File: src/rtl/vga_sync_gen.sv
// VGA raster timing generator: pixel-rate strobe, x/y counters, zero-skew syncs.
// Optional frame counter enabled by defining VGA_SYNC_FRAME_CNT_EN.
module vga_sync_gen #(
  parameter int H_DISPLAY = 640,
  parameter int H_FP      = 16,
  parameter int H_SYNC    = 96,
  parameter int H_BP      = 48,
  parameter int V_DISPLAY = 480,
  parameter int V_FP      = 10,
  parameter int V_SYNC    = 2,
  parameter int V_BP      = 33,
  parameter int TICK_DIV  = 2
) (
  input  logic       clk,
  input  logic       rst_n,
  output logic       pixel_tick,
  output logic [9:0] pix_x,
  output logic [9:0] pix_y,
  output logic       hsync,
  output logic       vsync,
  output logic       video_on,
  output logic       frame_start,
  output logic [7:0] frame_cnt
);

  localparam int H_TOTAL = H_DISPLAY + H_FP + H_SYNC + H_BP;
  localparam int V_TOTAL = V_DISPLAY + V_FP + V_SYNC + V_BP;

  localparam logic [9:0] H_LAST     = 10'(H_TOTAL - 1);
  localparam logic [9:0] V_LAST     = 10'(V_TOTAL - 1);
  localparam logic [9:0] HS_FIRST   = 10'(H_DISPLAY + H_FP);
  localparam logic [9:0] HS_LAST    = 10'(H_DISPLAY + H_FP + H_SYNC - 1);
  localparam logic [9:0] VS_FIRST   = 10'(V_DISPLAY + V_FP);
  localparam logic [9:0] VS_LAST    = 10'(V_DISPLAY + V_FP + V_SYNC - 1);
  localparam logic [9:0] H_VIS      = 10'(H_DISPLAY);
  localparam logic [9:0] V_VIS      = 10'(V_DISPLAY);
  localparam logic [4:0] DIV_LAST   = 5'(TICK_DIV - 1);

  logic [4:0] div_r;
  logic [9:0] next_x_s;
  logic [9:0] next_y_s;
  logic       frame_wrap_s;

  // Next raster position; syncs are decoded from it so they move with the counters.
  always_comb begin
    next_x_s     = pix_x;
    next_y_s     = pix_y;
    frame_wrap_s = 1'b0;
    if (pixel_tick) begin
      if (pix_x == H_LAST) begin
        next_x_s = 10'd0;
        if (pix_y == V_LAST) begin
          next_y_s     = 10'd0;
          frame_wrap_s = 1'b1;
        end else begin
          next_y_s = pix_y + 10'd1;
        end
      end else begin
        next_x_s = pix_x + 10'd1;
      end
    end else begin
      next_x_s = pix_x;
    end
  end

  // Divider, pixel strobe, counters and registered sync/frame outputs.
  always_ff @(posedge clk or negedge rst_n) begin
    if (!rst_n) begin
      div_r       <= 5'd0;
      pixel_tick  <= 1'b0;
      pix_x       <= 10'd0;
      pix_y       <= 10'd0;
      hsync       <= 1'b1;
      vsync       <= 1'b1;
      frame_start <= 1'b0;
    end else begin
      if (div_r == DIV_LAST) begin
        div_r <= 5'd0;
      end else begin
        div_r <= div_r + 5'd1;
      end
      pixel_tick  <= (div_r == DIV_LAST);
      pix_x       <= next_x_s;
      pix_y       <= next_y_s;
      hsync       <= !((next_x_s >= HS_FIRST) && (next_x_s <= HS_LAST));
      vsync       <= !((next_y_s >= VS_FIRST) && (next_y_s <= VS_LAST));
      frame_start <= frame_wrap_s;
    end
  end

  assign video_on = (pix_x < H_VIS) && (pix_y < V_VIS);

`ifdef VGA_SYNC_FRAME_CNT_EN
  logic [7:0] frame_cnt_r;

  // Frame counter advances on the cycle carrying the frame_start pulse.
  always_ff @(posedge clk or negedge rst_n) begin
    if (!rst_n) begin
      frame_cnt_r <= 8'd0;
    end else if (frame_start) begin
      frame_cnt_r <= frame_cnt_r + 8'd1;
    end else begin
      frame_cnt_r <= frame_cnt_r;
    end
  end

  assign frame_cnt = frame_cnt_r;
`else
  assign frame_cnt = 8'd0;
`endif

endmodule

File: config.mk
export PLATFORM = sky130hd
export DESIGN_NAME = vga_sync_gen
export DESIGN_NICKNAME = d
export VERILOG_FILES = /design/src/rtl/vga_sync_gen.sv
export SDC_FILE = /design/constraint.sdc
export NUM_CORES = 1
export LEC_CHECK = 0
export ABC_AREA = 0
export BUFFER_PORTS_ARGS = -buffer_cell sky130_fd_sc_hd__buf_2
export CAP_MARGIN = 20
export CORE_MARGIN = 1
export CORE_UTILIZATION = 54
export DETAILED_ROUTE_END_ITERATION = 7
export HOLD_SLACK_MARGIN = 0.02
export PLACE_DENSITY = 0.79
export SYNTH_ARGS = -nofsm -noshare
export SYNTH_HDL_FRONTEND = slang
export SYNTH_SLANG_ARGS = --single-unit
File: constraint.sdc
create_clock -name clk -period 2.3 [get_ports clk]
set_input_delay 0.115 -clock clk [delete_from_list [all_inputs] [get_ports clk]]
set_output_delay 0.115 -clock clk [all_outputs]
set_load 0.005 [all_outputs]
=== Word level (Yosys, flattened, before mapping) ===
Cells that the tools add are included.

* Equal/unequal tests: 3
* $add $sub $neg: 3
* Mux-type cells: 9
* Reductions and logical operators: 5
* Magnitude comparators: 6

{| class="wikitable"
|+ Operator list
! operator !! count
|-
| $mux W10 || 5
|-
| $add A10 B1 Y10 const B || 2
|-
| $eq A10 B10 Y1 const B || 2
|-
| $ge A10 B10 Y1 const B || 1
|-
| $ge A10 B9 Y1 const B || 1
|-
| $le A10 B10 Y1 const B || 1
|-
| $le A10 B9 Y1 const B || 1
|-
| $lt A10 B10 Y1 const B || 1
|-
| $lt A10 B9 Y1 const B || 1
|-
| $add A5 B1 Y5 const B || 1
|-
| $eq A5 B1 Y1 const B || 1
|-
| $mux W5 || 1
|-
| $logic_and A1 B1 Y1 || 3
|-
| $mux W1 || 3
|-
| $logic_not A1 Y1 || 2
|}

* Register bits after elaboration: 29
* Bits of input ports: 2
* Logic and storage cells: 33
* Output and inout bits: 33

=== Depth between registers and ports, before layout ===
Gate-level depths: netlist of run 1.

* Depth in word-level cells: 7
* Mapped depth: 8
* Gate-level depth less buffers: 7

=== Worst setup path after synthesis of run 1 ===
OpenSTA, ideal clock, no wires.

* Path type: register to register
* Start: reg pix_x[0]
* End: reg vsync
* Data arrival time: 1.842 ns
* Clock period less this slack: 1.936 ns
* Cell stages (with the launch flop): 8
* Setup time: 0.094 ns
* Data required time: 2.206 ns
* Path buffers: 1
* Setup slack: 0.364 ns
* Path through: dfrtp_1 > ha_1 > nand2_1 > nand4b_4 > buf_6 > or3_1 > a222oi_1 > nand4b_1

* Word-level cells in the longest chain between the ends: 6
* Elaborated cells between the ends (all ways): 7
* Classes of those cells: order compare (2); eq/ne (1); mux (2); reduce/logical (2)

{| class="wikitable"
|+ Ends and longest elaborated chain
! item !! line !! source
|-
| from (decl) || 17 || <nowiki>output logic [9:0] pix_x,</nowiki>
|-
| from (signal assigned) || 83 || <nowiki>pix_x <= next_x_s;</nowiki>
|-
| $eq A10 B10 Y1 * || 50 || <nowiki>if (pix_x == H_LAST) begin</nowiki>
|-
| $mux W10 * || 50 ||
|-
| $mux W10 * || 49 || <nowiki>if (pixel_tick) begin</nowiki>
|-
| $ge A10 B9 Y1 / $le A10 B9 Y1 (equally long branches) || 86 || <nowiki>vsync <= !((next_y_s >= VS_FIRST) && (next_y_s <= VS_LAST));</nowiki>
|-
| $logic_and A1 B1 Y1 * || 86 ||
|-
| $logic_not A1 Y1 * || 86 ||
|-
| to (signal assigned) || 86 ||
|-
| to (decl) || 20 || <nowiki>output logic vsync,</nowiki>
|}

Every way passes the cells marked *; elsewhere a longest branch is shown, timed or not.

=== Final worst setup path of run 1 ===
* Start: reg pix_x[0]
* End: reg vsync

* Word-level cells in the longest chain between the ends: 6
* Elaborated cells between the ends (all ways): 7
* Classes of those cells: order compare (2); eq/ne (1); mux (2); reduce/logical (2)

{| class="wikitable"
|+ Ends and longest elaborated chain
! item !! line !! source
|-
| $eq A10 B10 Y1 * || 50 ||
|-
| $mux W10 * || 50 ||
|-
| $mux W10 * || 49 ||
|-
| via next_y_s[9] || 41 || <nowiki>logic [9:0] next_y_s;</nowiki>
|-
| $ge A10 B9 Y1 / $le A10 B9 Y1 (equally long branches) || 86 ||
|-
| $logic_and A1 B1 Y1 * || 86 ||
|-
| $logic_not A1 Y1 * || 86 ||
|}

Mark *: on every way through the listed nets, which the timed path passes. The rest lies on a longest branch.

==> report_table.html, run 1 <==
<table>
<tr><th>Metric</th><th>Value</th></tr>
<tr><th colspan="2">Run status</th></tr>
<tr><td>Result of the run</td><td>finished, violations left</td></tr>
<tr><td>Violated checks</td><td>DRC</td></tr>
<tr><th colspan="2">Place</th></tr>
<tr><td>Cell area after placement</td><td>1757 sq um</td></tr>
<tr><td>Port Buf Inserts</td><td>26</td></tr>
<tr><td>Final estimated routing congestion in global placement</td><td>between 0.9 and 1</td></tr>
<tr><td>Post-detailed-placement half-perimeter wirelength</td><td>2431 um</td></tr>
<tr><th colspan="2">Synthesis</th></tr>
<tr><td>Largest family of logic cells by synthesized area</td><td>simple AND/OR/NAND/NOR gates</td></tr>
<tr><td>Adder and majority gate portion of the synthesized area</td><td>3.797%</td></tr>
<tr><td>EDFF count, synth</td><td>0</td></tr>
<tr><td>Multiplexer fraction of the synthesized cell area</td><td>approximately 1.3%</td></tr>
<tr><td>Sequential area share after synthesis</td><td>44.19%</td></tr>
<tr><td>Simple-gate area share of the yosys netlist</td><td>24.98%</td></tr>
<tr><td>Number of cells produced by synthesis</td><td>175</td></tr>
<tr><td>Avg Inst Size Synth</td><td>9.416 sq um</td></tr>
<tr><td>Number of synthesis warnings</td><td>0</td></tr>
<tr><td>Count of cell types in the netlist</td><td>43</td></tr>
<tr><td>Post-synthesis register bit count</td><td>29</td></tr>
<tr><td>Synth Area in XOR/XNOR</td><td>6.378%</td></tr>
<tr><td>Async set-reset flop share out of synthesis</td><td>100.0%</td></tr>
<tr><td>Dominant synthesized flop cell</td><td>dfrtp_1</td></tr>
<tr><td>Summed instance area of the synthesized netlist</td><td>1648 sq um</td></tr>
<tr><td>Share of the synthesized area in compound gates (AO/OA/AOI/OAI)</td><td>between 10 and 15%</td></tr>
<tr><th colspan="2">Pwr</th></tr>
<tr><td>Part of the total power dissipated in sequential elements</td><td>63.2%</td></tr>
<tr><td>Switching pwr</td><td>173.7 uW</td></tr>
<tr><td>Internal power component</td><td>~630 uW</td></tr>
<tr><td>Leakage power figure</td><td>0.8062 nW</td></tr>
<tr><td>Sw frac</td><td>21.54%</td></tr>
<tr><td>VDD IR max</td><td>327.1 uV</td></tr>
<tr><td>Final Total Pwr</td><td>806.4 uW</td></tr>
<tr><td>Combinational Power Share</td><td>1.7%</td></tr>
<tr><td>Power density relative to cell area</td><td>between 400 and 500 nW/um^2</td></tr>
<tr><td>Proportion of power drawn by the clock network</td><td>35.1%</td></tr>
<tr><th colspan="2">Cells and area</th></tr>
<tr><td>Layout cells sized above 1</td><td>17.65%</td></tr>
<tr><td>Utilization after layout</td><td>~64%</td></tr>
<tr><td>Net count reported at finish</td><td>210</td></tr>
<tr><td>Post-Layout Inst Area</td><td>1815 sq um</td></tr>
<tr><td>Area occupied by registers</td><td>between 700 and 800 sq um</td></tr>
<tr><td>Antenna diode count</td><td>0</td></tr>
<tr><td>Syn-to-layout area delta</td><td>10.17%</td></tr>
<tr><td># fillers</td><td>250</td></tr>
<tr><td>Area used by multi-input combinational logic</td><td>822.0 sq um</td></tr>
<tr><th colspan="2">Floorplanning</th></tr>
<tr><td>Core Region</td><td>2829 sq um</td></tr>
<tr><td>Floorplan die width</td><td>57.24 um</td></tr>
<tr><td>Total die area</td><td>3276 sq um</td></tr>
<tr><td>Overall die height</td><td>57.24 um</td></tr>
<tr><td>Top-level I/O count</td><td>35</td></tr>
<tr><td>Initial core utilization</td><td>58.25%</td></tr>
<tr><td>Row count</td><td>19</td></tr>
<tr><th colspan="2">Setup path</th></tr>
<tr><td>Crit. End Element</td><td>flop</td></tr>
<tr><td>Cell with the largest stage delay on the worst path</td><td>and4b_1</td></tr>
<tr><td>Crit start category</td><td>flop</td></tr>
<tr><td>Critical path fanouts, max</td><td>14</td></tr>
<tr><td>Classification of the worst setup path</td><td>reg -&gt; reg</td></tr>
<tr><td>Series of cell instances along the critical path</td><td>ha_1, nand2_1, and4b_1, o21ai_0, a22o_1, nand4b_1</td></tr>
<tr><td>Required arrival time at the worst endpoint</td><td>2.53 ns</td></tr>
<tr><td>Signal arrival time at the worst endpoint</td><td>2.32 ns</td></tr>
<tr><td>Critical Path Max Stage Delay</td><td>0.59 ns</td></tr>
<tr><th colspan="2">STA</th></tr>
<tr><td>Max-slew headroom at the worst pin</td><td>58.72%</td></tr>
<tr><td>Slew at the pin with the worst max-slew slack</td><td>0.6192 ns</td></tr>
<tr><td>Final Cycle Share</td><td>between 90 and 100%</td></tr>
<tr><td>Clock skew after layout</td><td>0.01136 ns</td></tr>
<tr><td>Endpoints failing setup</td><td>0</td></tr>
<tr><td>Pins over their slew limit</td><td>0</td></tr>
<tr><td>Count of endpoints failing hold in the final timing report</td><td>0</td></tr>
<tr><td>Final setup TNS</td><td>0 ns</td></tr>
<tr><td>Achievable clock frequency</td><td>479.7 MHz</td></tr>
<tr><td>Setup repair after global routing missed its margin</td><td>false</td></tr>
<tr><td>Period minus WS final</td><td>~2.1 ns</td></tr>
<tr><th colspan="2">Min path</th></tr>
<tr><td>Class of the most critical hold timing path</td><td>in -&gt; async</td></tr>
<tr><th colspan="2">Route</th></tr>
<tr><td>Antenna viol nets, final</td><td>0</td></tr>
<tr><td>Total number of vias</td><td>1415</td></tr>
<tr><td>Via density</td><td>6.021</td></tr>
<tr><td>Post-route DRC</td><td>3</td></tr>
<tr><td>Number of detailed-routing iterations run before antenna repair</td><td>6</td></tr>
<tr><td>Drt total wl</td><td>3304 um</td></tr>
<tr><td>Violation count after the first detailed-route iteration</td><td>80</td></tr>
<tr><td>Average wire per standard cell</td><td>14.06 um</td></tr>
<tr><th colspan="2">Clocking</th></tr>
<tr><td>Cell at the root of the clock tree</td><td>clkbuf_4</td></tr>
<tr><td>Clock transition at path regs</td><td>0.09 ns</td></tr>
<tr><td>Clock Latency Late Sink</td><td>0.33 ns</td></tr>
<tr><td>Number of H-tree levels</td><td>2</td></tr>
<tr><td>Number of sinks handled by clock tree synthesis</td><td>29</td></tr>
<tr><td>Buffer levels on the longest clock path</td><td>2</td></tr>
<tr><td>CTS tree</td><td>built</td></tr>
<tr><td>Total clock buffers created by CTS</td><td>5</td></tr>
<tr><th colspan="2">Run</th></tr>
<tr><td>Max cap viols</td><td>0</td></tr>
<tr><th colspan="2">Global route</th></tr>
<tr><td>Met3 global-route usage</td><td>4.762%</td></tr>
<tr><td>Number of global-route vias before repair</td><td>1295</td></tr>
<tr><td>Wire length of the first global-routing pass</td><td>5699 um</td></tr>
<tr><td>Met1 usage</td><td>29.75%</td></tr>
<tr><td>Maximum number of pins on one net before global-route repair</td><td>30</td></tr>
<tr><td>Antenna violations before repair</td><td>0</td></tr>
<tr><td>Remaining global-route overflow</td><td>0</td></tr>
<tr><td>Most used routing layer</td><td>met2</td></tr>
<tr><td>GR Util All Layers</td><td>22.92%</td></tr>
<tr><td>GR met2 Demand/Resource</td><td>roughly 37%</td></tr>
</table>
==> routing by layer <==
| metal | up-vias | wire (um) |
|---|---|---|
| met3 | 5 | 211 |
| met4 | 0 | 40 |
| met1 | 672 | 1447 |
| li1 | 677 | - |
| met2 | 61 | 1604 |
| met5 | - | 0 |
==> what timing repair did <==
action                                 CTS  global route
endpoints found under the hold margin   27             0
resized for setup                        0             0
hold buffers                             1             0
setup endpoints to repair                0             0
buffers inserted                         0             0
==> final cells by class <==
| cell class | count | area share, % |
|---|---|---|
| Multi-Input combinational cell | 131 | 45.28 |
| Timing Repair Buffer | 28 | 8.132 |
| Sequential cell | 29 | 40.11 |
| Inverter | 8 | 1.654 |
| Clock buffer | 8 | 2.688 |
| Tap cell | 31 | 2.136 |
==> power groups by stage <==
stage / Clock (mW) / Combinational (mW) / Sequential [mW]
after global placement: 0 / 0.0131 / 0.520
after CTS: 0.293 / 0.0145 / 0.510
after detailed placement: 0 / 0.0132 / 0.520
final: 0.283 / 0.0140 / 0.510
after floorplan: 0 / 0.0127 / 0.520
after global routing: 0.317 / 0.0175 / 0.510
==> placed cells by master (no fill, tap or decap), types with 7 or more instances in the layout <==
cell type / instances
nand4_1: 8
nor3_1: 7
inv_1: 8
conb_1: 8
nand2_1: 11
o21ai_0: 12
buf_2: 26
nor2_1: 14
nand3_1: 12
xnor2_1: 10
dfrtp_1: 27
==> cells in the mapped netlist, types with 2 or more instances <==
cell type	count	area share, %
o21ai_0	12	3.6
and3_1	4	1.5
a21oi_1	4	1.2
o21ai_1	3	0.91
o211ai_1	3	1.4
dfrtp_1	27	41
buf_4	8	3.6
xor2_1	2	1.1
nor3_1	7	2.1
nor4_1	3	1.1
xnor2_1	10	5.3
buf_2	2	0.61
o41ai_1	2	1.1
dfstp_2	2	3.2
a22o_1	2	1.1
nand4_1	8	3.0
nand2_1	11	2.5
nor2_1	14	3.2
or3_1	4	1.5
inv_1	8	1.8
nand3_1	12	3.6
clkbuf_1	2	0.46
ha_1	5	3.8
==> sequential cells by signal (all words and copies together) (netlist names) <==
name         flops
pix_x           10
pix_y           10
div_r            5
frame_start      1
hsync            1
pixel_tick       1
vsync            1
==> critical path, delay by kind of cell, from the launching register on <==
family | cells | cell delay (ns)
adders and majority gates | 1 | 0.23
AOI/OAI and AO/OA | 2 | 0.42
DFF | 1 | 0.42
and+or+nand+nor | 3 | 0.92
==> per-stage QoR <==
| stage | instances | setup WS [ns] | hold WS [ns] |
|---|---|---|---|
| after floorplan | 182 | 0.3635 | -0.1806 |
| after global placement | 226 | 0.3188 | 0.1578 |
| after detailed placement | 226 | 0.2294 | 0.1610 |
| after CTS | 235 | 0.2014 | 0.3373 |
| after global routing | 235 | 0.03810 | 0.3914 |
| final | 235 | 0.2153 | 0.3266 |
==> final timing paths <==
check / slack, ns / depth (start not counted) / endpoint / start
setup / recovery: 0.22 / 6 / vsync / pix_x[0]
hold / removal: 0.33 / 2 / pix_x[6] / rst_n
setup reg to reg: 0.22 / 6 / vsync / pix_x[0]
hold reg to reg: 0.48 / 1 / div_r[4] / div_r[4]
max in group asynchronous: 1.56 / 2 / pix_y[4] / rst_n
min in group clk: 0.48 / 1 / div_r[4] / div_r[4]
==> logic make-up (layout without fill, tap and decap cells) <==
group | Yosys count | in the layout
multiplexers | 2 | 2
AO/OA/AOI/OAI | 31 | 31
flip-flops | 29 | 29
AND/OR/NAND/NOR | 73 | 73
buffers and inverters | 22 | 44
adder cells (fa/ha/maj) | 5 | 5
other | 1 | 8
XOR/XNOR | 12 | 12
No activity file was read; power rests on OpenSTA's default activity.
==> run 2: changes to the inputs <==
- CORE_UTILIZATION: 54 -> 25
- PLACE_DENSITY: 0.79 -> default
==> run 2 against run 1 <==
Effect of this change:
- the run now ends clean
- sequential power hardly changed
- register-to-register slack gained 0.02 ns
- highest routed layer unchanged
- hold slack gained 0.065 ns
- cell count up 21%
- count of clock-buffer cells in the layout down 1
- setup slack improved by 0.024 ns
- wire length increased by 13%
==> report_table.html, run 2 (synthesis results as in run 1) <==
<table>
<tr><th>Metric</th><th>Value</th></tr>
<tr><th colspan="2">Floorplanning</th></tr>
<tr><td>Initial core utilization</td><td>25.95% (-32 points)</td></tr>
<tr><td>Total die area</td><td>6920 sq um (+110%)</td></tr>
<tr><td>Floorplan die width</td><td>83.19 um (+45%)</td></tr>
<tr><td>Row count</td><td>29 (+10)</td></tr>
<tr><td>Top-level I/O count</td><td>35 (unchanged)</td></tr>
<tr><td>Overall die height</td><td>83.19 um (+45%)</td></tr>
<tr><td>Core Region</td><td>6350 sq um (+120%)</td></tr>
<tr><th colspan="2">Setup path</th></tr>
<tr><td>Worst reg-to-reg setup slack</td><td>0.24 ns (+0.02 ns)</td></tr>
<tr><td>Source of the critical timing path</td><td>pix_x[0]</td></tr>
<tr><td>Series of cell instances along the critical path</td><td>ha_1, nand2_1, nand4b_4, or3_1, a222oi_1, nand4b_1</td></tr>
<tr><td>Termination of the worst setup path</td><td>vsync</td></tr>
<tr><td>Largest delay share family, worst path</td><td>simple AND/OR/NAND/NOR gates</td></tr>
<tr><td>Cell with the largest stage delay on the worst path</td><td>dfrtp_1</td></tr>
<tr><td>Number of cells traversed by the worst register-to-register path</td><td>6 (unchanged)</td></tr>
<tr><td>Required arrival time at the worst endpoint</td><td>2.50 ns (-0.03 ns)</td></tr>
<tr><td>Crit start category</td><td>flop</td></tr>
<tr><td>Depth of the critical timing path with buffers and inverters included</td><td>6 (unchanged)</td></tr>
<tr><td>Signal arrival time at the worst endpoint</td><td>2.26 ns (-0.06 ns)</td></tr>
<tr><td>Worst reg2reg path startpoint</td><td>pix_x[0]</td></tr>
<tr><td>Critical path fanouts, max</td><td>11 (-3)</td></tr>
<tr><td>Worst r2r dst</td><td>vsync</td></tr>
<tr><td>Classification of the worst setup path</td><td>reg -&gt; reg</td></tr>
<tr><td>CP Buf/Inv Count</td><td>0 (unchanged)</td></tr>
<tr><td>Critical Path Max Stage Delay</td><td>0.43 ns (-0.16 ns)</td></tr>
<tr><td>Crit. End Element</td><td>flop</td></tr>
<tr><th colspan="2">Route</th></tr>
<tr><td>Post-route DRC</td><td>0 (-3)</td></tr>
<tr><td>Number of detailed-routing iterations run before antenna repair</td><td>4 (-2)</td></tr>
<tr><td>Via density</td><td>4.827 (-20%)</td></tr>
<tr><td>Drt total wl</td><td>3744 um (+13%)</td></tr>
<tr><td>Average wire per standard cell</td><td>13.18 um (-6.2%)</td></tr>
<tr><td>Violation count after the first detailed-route iteration</td><td>181 (+130%)</td></tr>
<tr><td>Total number of vias</td><td>1371 (-3.1%)</td></tr>
<tr><td>Antenna viol nets, final</td><td>0 (unchanged)</td></tr>
<tr><th colspan="2">Cells and area</th></tr>
<tr><td>Layout cells sized above 1</td><td>19.81% (+2.2 points)</td></tr>
<tr><td>Syn-to-layout area delta</td><td>17.77%</td></tr>
<tr><td># fillers</td><td>682 (+170%)</td></tr>
<tr><td>Antenna diode count</td><td>0 (unchanged)</td></tr>
<tr><td>Largest registers ranked by flip-flop count</td><td>pix_x (10), pix_y (10), div_r (5)</td></tr>
<tr><td>Commonest non-fill, non-tap cell in the layout</td><td>dfrtp_1</td></tr>
<tr><td>Highest-count cells in the layout ignoring fill and taps</td><td>27 x dfrtp_1, 26 x buf_2, 14 x nor2_1</td></tr>
<tr><td>Number of standard cells in the layout, taps in and fillers out</td><td>284 (+21%)</td></tr>
<tr><td>Net count reported at finish</td><td>214 (+1.9%)</td></tr>
<tr><th colspan="2">STA</th></tr>
<tr><td>Count of endpoints failing hold in the final timing report</td><td>0 (unchanged)</td></tr>
<tr><td>Period minus WS final</td><td>2.061 ns (-0.02353 ns)</td></tr>
<tr><td>Max-slew headroom at the worst pin</td><td>56.63% (-2.1 points)</td></tr>
<tr><td>Slew at the pin with the worst max-slew slack</td><td>0.6415 ns (+0.02228 ns)</td></tr>
<tr><td>Pins over their slew limit</td><td>0 (unchanged)</td></tr>
<tr><td>Endpoints failing setup</td><td>0 (unchanged)</td></tr>
<tr><td>Setup repair after global routing missed its margin</td><td>false</td></tr>
<tr><td>Final Cycle Share</td><td>89.62% (-1.0 points)</td></tr>
<tr><td>Final setup TNS</td><td>0 ns (unchanged)</td></tr>
<tr><td>Achievable clock frequency</td><td>485.2 MHz (+1.1%)</td></tr>
<tr><td>Clock skew after layout</td><td>0.005698 ns (-0.005661 ns)</td></tr>
<tr><th colspan="2">Pwr</th></tr>
<tr><td>Switching pwr</td><td>205.0 uW (+18%)</td></tr>
<tr><td>VDD IR max</td><td>222.9 uV (-32%)</td></tr>
<tr><td>Proportion of power drawn by the clock network</td><td>45.0% (+9.9 points)</td></tr>
<tr><td>Power density relative to cell area</td><td>491.6 nW/um^2 (+11%)</td></tr>
<tr><td>Part of the total power dissipated in sequential elements</td><td>53.5% (-9.7 points)</td></tr>
<tr><td>Leakage power figure</td><td>0.8458 nW (+4.9%)</td></tr>
<tr><td>Combinational Power Share</td><td>1.5% (-0.2 points)</td></tr>
<tr><td>Internal power component</td><td>749.0 uW (+18%)</td></tr>
<tr><td>Sw frac</td><td>21.49% (-0.051 points)</td></tr>
<tr><th colspan="2">Clocking</th></tr>
<tr><td>Number of H-tree levels</td><td>2 (unchanged)</td></tr>
<tr><td>Buffers inserted by post-CTS timing repair</td><td>0 (unchanged)</td></tr>
<tr><td>Post-CTS Resized</td><td>0 (unchanged)</td></tr>
<tr><td>Number of sinks handled by clock tree synthesis</td><td>29 (unchanged)</td></tr>
<tr><td>Buffer levels on the longest clock path</td><td>2 (unchanged)</td></tr>
<tr><td>CTS tree</td><td>built</td></tr>
<tr><td>Clock Latency Late Sink</td><td>0.29 ns (-0.04 ns)</td></tr>
<tr><td>Hold_buf cts</td><td>1 (unchanged)</td></tr>
<tr><td>Clock transition at path regs</td><td>0.06 ns (-0.03 ns)</td></tr>
<tr><td>Total clock buffers created by CTS</td><td>5 (unchanged)</td></tr>
<tr><td>Cell at the root of the clock tree</td><td>clkbuf_8</td></tr>
<tr><th colspan="2">Run status</th></tr>
<tr><td>Result of the run</td><td>completed</td></tr>
<tr><th colspan="2">Place</th></tr>
<tr><td>Port Buf Inserts</td><td>26 (unchanged)</td></tr>
<tr><td>Post-Place Cells</td><td>276 (+22%)</td></tr>
<tr><td>Post-detailed-placement half-perimeter wirelength</td><td>2688 um (+11%)</td></tr>
<tr><td>Final estimated routing congestion in global placement</td><td>0.8207 (-12%)</td></tr>
<tr><th colspan="2">Global route</th></tr>
<tr><td>Remaining global-route overflow</td><td>0 (unchanged)</td></tr>
<tr><td>Maximum number of pins on one net before global-route repair</td><td>30 (unchanged)</td></tr>
<tr><td>Antenna violations before repair</td><td>0 (unchanged)</td></tr>
<tr><td>Number of global-route vias before repair</td><td>1254 (-3.2%)</td></tr>
<tr><td>GR Util All Layers</td><td>11.61% (-11 points)</td></tr>
<tr><td>Wire length of the first global-routing pass</td><td>6216 um (+9.1%)</td></tr>
<tr><th colspan="2">Run</th></tr>
<tr><td>Max cap viols</td><td>0 (unchanged)</td></tr>
<tr><th colspan="2">Min path</th></tr>
<tr><td>Class of the most critical hold timing path</td><td>in -&gt; async</td></tr>
</table>
-- run 2: cell count changes in the layout (fill, tap and decap cells not counted), sizes merged --
cell and delta:
clkbuf -1, buf +4
-- run 2: worst min-delay path by stage --
stage                from         end  slack (ns)  cells after the start
floorplan           rst_n    div_r[0]       -0.18                      0
global placement    rst_n    pix_y[8]        0.19                      1
detailed placement  rst_n    pix_y[8]        0.19                      1
CTS                 rst_n    pix_y[4]        0.43                      2
global route        rst_n  pixel_tick        0.48                      2
finish              rst_n    pix_y[7]        0.39                      2
-- run 2: layout make-up --
class                           count  area, sq um  share of cell area [%]
Multi-Input combinational cell    131        822.0                   42.36
Sequential cell                    29        728.2                   37.52
Timing Repair Buffer               32        177.7                   9.155
Tap cell                           77        96.34                   4.965
Clock buffer                        7        86.33                   4.449
Inverter                            8        30.03                   1.547
-- run 2: metal layers --
metal  track usage (%)  wire, um  vias to the layer above
met5                 0         0                        -
met4             5.172        85                        0
met3             5.368       292                       12
met2             16.69      1613                       45
met1             14.81      1754                      634
li1                  -         -                      680
-- run 2: metrics by stage --
step,power (mW),util (%),area [sq um],worst slack [ns],hold WS [ns]
floorplan,0.5324,-,1674,0.3635,-0.1806
global placement,0.5336,29.04,1844,0.3353,0.1853
detailed placement,0.5337,29.04,1844,0.2318,0.1880
CTS,0.9653,30.56,1941,0.2168,0.4329
global route,0.9936,30.56,1941,0.05717,0.4788
finish,0.9540,30.56,1941,0.2388,0.3919
-- run 2: power by group through the flow --
stage | Combinational, mW | Sequential (mW) | Clock (mW)
after global placement | 0.0141 | 0.520 | 0
after CTS | 0.0156 | 0.510 | 0.439
after detailed placement | 0.0142 | 0.520 | 0
after floorplan | 0.0127 | 0.520 | 0
final | 0.0145 | 0.510 | 0.429
after global routing | 0.0177 | 0.510 | 0.466
